[src/rtl/mux.sv]
// Two-way data select with a registered copy, select-change pulse and saturating switch counter.
// out is combinational (REGISTERED=0) or one cycle late (REGISTERED=1); there is no backpressure.
module mux #(
   parameter int WIDTH      = 1,
   parameter int REGISTERED = 0,
   parameter int CNT_W      = 8
) (
   input  logic             clk,
   input  logic             rst,
   input  logic [WIDTH-1:0] da,
   input  logic [WIDTH-1:0] db,
   input  logic             s,
   output logic [WIDTH-1:0] out,
   output logic [WIDTH-1:0] out_q,
   output logic             sel_q,
   output logic             sw_pulse,
   output logic [CNT_W-1:0] sw_count
);

   localparam logic [CNT_W-1:0] CNT_MAX = '1;

   logic [WIDTH-1:0] sel_dat;
   logic             sw_evt;

   // Only a definite 1 picks db; 0, X and Z all fall through to da.
   always_comb begin
      sel_dat = da;
      if (s) sel_dat = db;
   end

   assign sw_evt = (s != sel_q);

   always_ff @(posedge clk or posedge rst) begin
      if (rst) begin
         out_q    <= '0;
         sel_q    <= 1'b0;
         sw_pulse <= 1'b0;
         sw_count <= '0;
      end else begin
         out_q    <= sel_dat;
         sel_q    <= s;
         sw_pulse <= sw_evt;
         if (sw_evt && (sw_count != CNT_MAX)) sw_count <= sw_count + 1'b1;
      end
   end

   generate
      if (REGISTERED != 0) begin : g_reg
         assign out = out_q;
      end else begin : g_comb
         assign out = sel_dat;
      end
   endgenerate

endmodule

[config.mk]
export PLATFORM = sky130hd
export DESIGN_NAME = mux
export DESIGN_NICKNAME = d
export VERILOG_FILES = /design/src/rtl/mux.sv
export SDC_FILE = /design/constraint.sdc
export NUM_CORES = 1
export LEC_CHECK = 0
export BUFFER_PORTS_ARGS = -buffer_cell sky130_fd_sc_hd__buf_2
export CELL_PAD_IN_SITES_DETAIL_PLACEMENT = 1
export CELL_PAD_IN_SITES_GLOBAL_PLACEMENT = 1
export CORE_MARGIN = 2
export CORE_UTILIZATION = 37
export DETAILED_ROUTE_END_ITERATION = 7
export HOLD_SLACK_MARGIN = 0.03
export PLACE_DENSITY_LB_ADDON = 0.25
export REMOVE_ABC_BUFFERS = 1
export SYNTH_ARGS = -nofsm -noshare
export SYNTH_HDL_FRONTEND = slang
export SYNTH_SLANG_ARGS = --single-unit
[constraint.sdc]
create_clock -name clk -period 2.5 [get_ports clk]
set_clock_uncertainty 0.1 [all_clocks]
set_input_delay 0.375 -clock clk [delete_from_list [all_inputs] [get_ports clk]]
set_output_delay 0.375 -clock clk [all_outputs]
set_load 0.01 [all_outputs]
==> metrics.txt <==
ys async rst share between 90% and 100%; Initial Utilization between 30% and 40%; Post-CTS Resized 0; post-synthesis cell type with the largest combined area dfrtp_1; I/O Buffers 16; main combinational cell family by area after synthesis simple AND/OR/NAND/NOR gates; Achievable Freq 0.6201 GHz; GRT overflow 0; sw frac 36.96%; Min-Delay Path Depth 1; via count 384; cts hold-fix bufs 1; status finished, final reports clean; crit path kind reg2reg; worst relative slew slack a little over 70%; setup bufs post-CTS 0; Power Dens Cells 1048 nW/um^2; Int Power just over 0.4 mW; chip height 40.27 um; HP Class in2reg; Ports 17; sequential power share approximately 48%; Synth Area in Adders about 2.6%; Row Count 13; Final Hold Fails 0; total CTS buffers 3; Final Slew Violations 0; initial antenna violation count 0; worst skew pair latency ~0.27 ns; Iter 0 DRT Violations 0; die area between 1500 and 2000 um^2; Worst Max-Slew Pin Slew 0.4144 ns; # DRC 0; final setup violation count 0; final antenna diode count 0; Worst setup SP type flip-flop; Post-Synth Simple-Gate Area about a fifth; worst path required time approximately 2.6 ns; GRT Overall Usage between 10% and 20%; leakage power about 0.31 nW; worst reg2reg path depth 5; Pre-antenna DRT Iters 1; Crit. End Element flip-flop; Routability Congestion between 0.7 and 0.8; Logic pwr share 33.3%; metal1 wirelength between 400 and 500 um; Period Utilization, post-route approximately 65%; most frequent cell after synthesis dfrtp_1; post-route ant nets 0; first-pass GRT wire length ~1.6 mm; largest net degree at the start of global routing 12; Area Growth Syn to Fin 27.76%; Final Critical Period roughly 1.6 ns; max layer used met4; synth unique cells 20; multiplexer area fraction after synthesis under 10%; die width about 40 um; RSZ-0062 raised after global routing no; Worst-path clk slew about 0.070 ns; layout cells sized above 1 between 40% and 50%; Clk pwr share 19.1%; vias in the first global route roughly 370; routed wl met2 roughly 500 um; Vias/cell around 5.1; predominant post-synthesis flop cell dfrtp_1; CTS Buffer Depth 2; met3 routed WL around 57 um; area fraction in compound gates after synthesis between 3 and 4%; Ys Warns 0; Inst Count DP 71; Max FO, Critical Path 4; DR WL/cell 13.16 um; Yosys top cell area share between 50% and 60%; VDD IR max approximately 0.00040 V; clock sink total 11; Routed Wire Length 1.000 mm; CTS root buf clkbuf_4; Mapped Avg Cell Area 12.17 um^2; NetSw ~0.24 mW; Total Nets Final 68; largest cells by area after synthesis dfrtp_1 (57%), mux2_2 (4.6%), xnor2_1 (3.6%); setup TNS 0 ns; htree depth 1; Synth Register Bits 11; Data arrival, critical path ~1.7 ns; Post-synth EDFFs 0; Finished Layout Cells 76; Mapped Area a little under 500 um^2; Commonest cells post-synth dfrtp_1 (11), nand2_1 (4), nor2_1 (3); Synth Area in XOR/XNOR a little over a tenth; CTS tree done; Seq/Total Area, Yosys between 50% and 60%; detailed placer's ending HPWL 766.7 um; Max Cap Viol 0; Core ar. between 1000 and 1500 um^2; Syn Inst Count 40
==> power groups by stage <==
stage          logic [mW]  clock network, mW  registers, mW
4_1_cts             0.222              0.128          0.311
2_1_floorplan       0.104                  0          0.333
6_report            0.217              0.124          0.310
3_3_place_gp        0.217                  0          0.312
5_1_grt             0.239              0.137          0.324
3_5_place_dp        0.219                  0          0.314
==> per-stage QoR <==
stage                     power (mW)  setup WS [ns]  cell area, um^2  hold slack, ns  utilization [%]
after floorplan               0.4371         0.9617            486.7          0.1274                -
after global placement        0.5288         0.9782            585.6          0.2829            46.15
after detailed placement      0.5334         0.9167            585.6          0.2880            46.15
after CTS                     0.6610         0.8946            621.8          0.1597            49.01
after global routing          0.6992         0.7833            621.8          0.1666            49.01
final                         0.6515         0.8875            621.8          0.1625            49.01
==> critical path, stage by stage, from the launching register on <==
cell and delay (ns):
dfrtp_1 0.42, ha_1 0.24, nand3_1 0.11, nand2b_1 0.17
nand2_1 0.12, mux2_2 0.34
==> registers in the layout, indices dropped and copies added (netlist names) <==
register,count
out_q,1
sel_q,1
sw_count,8
sw_pulse,1
==> per-layer routing <==
| metal | up-vias | track usage, % |
|---|---|---|
| li1 | 180 | - |
| met1 | 189 | 18.90 |
| met2 | 13 | 26.21 |
| met3 | 2 | 5.000 |
| met4 | 0 | 7.500 |
| met5 | - | 0 |
==> cells in the final DEF, fill, tap and decap left out <==
master	n
a21oi_1	2
a2bb2oi_1	1
and3_1	1
and3_2	1
and4_1	1
buf_2	16
clkbuf_1	1
clkbuf_4	3
dfrtp_1	11
dlygate4sd3_1	1
ha_1	1
inv_1	1
mux2_2	2
mux2i_1	1
nand2_1	4
nand2b_1	1
nand3_1	2
nand4_1	1
nand4_2	1
nor2_1	3
nor2b_2	1
xnor2_1	2
xor2_1	2
xor2_2	1
==> kinds of logic after synthesis <==
family	after synthesis
XOR/XNOR	5
AND/OR/NAND/NOR	16
flip-flops	11
multiplexers	3
buffers and inverters	1
adder cells (fa/ha/maj)	1
AO/OA/AOI/OAI	3
==> layout make-up <==
type	count	area, um^2
Fill cell	155	646.9
Inverter	1	3.754
Multi-Input combinational cell	28	207.7
Tap cell	15	18.77
Clock buffer	4	26.28
Sequential cell	11	275.3
Timing Repair Buffer	17	90.09
==> path summary, 6_finish.rpt <==
kind                                         startpoint                      end  slack [ns]
worst max-delay path            sw_count[0]$_DFFE_PP0P_  sw_count[1]$_DFFE_PP0P_        0.89
worst min-delay path                                  s          sel_q$_DFF_PP0_        0.16
worst max register to register  sw_count[0]$_DFFE_PP0P_  sw_count[1]$_DFFE_PP0P_        0.89
worst min register to register  sw_count[6]$_DFFE_PP0P_  sw_count[6]$_DFFE_PP0P_        0.39
max in group asynchronous                           rst  sw_count[1]$_DFFE_PP0P_        1.47
min in group asynchronous                           rst  sw_count[4]$_DFFE_PP0P_        0.54
(Power assumes the default switching activity.)
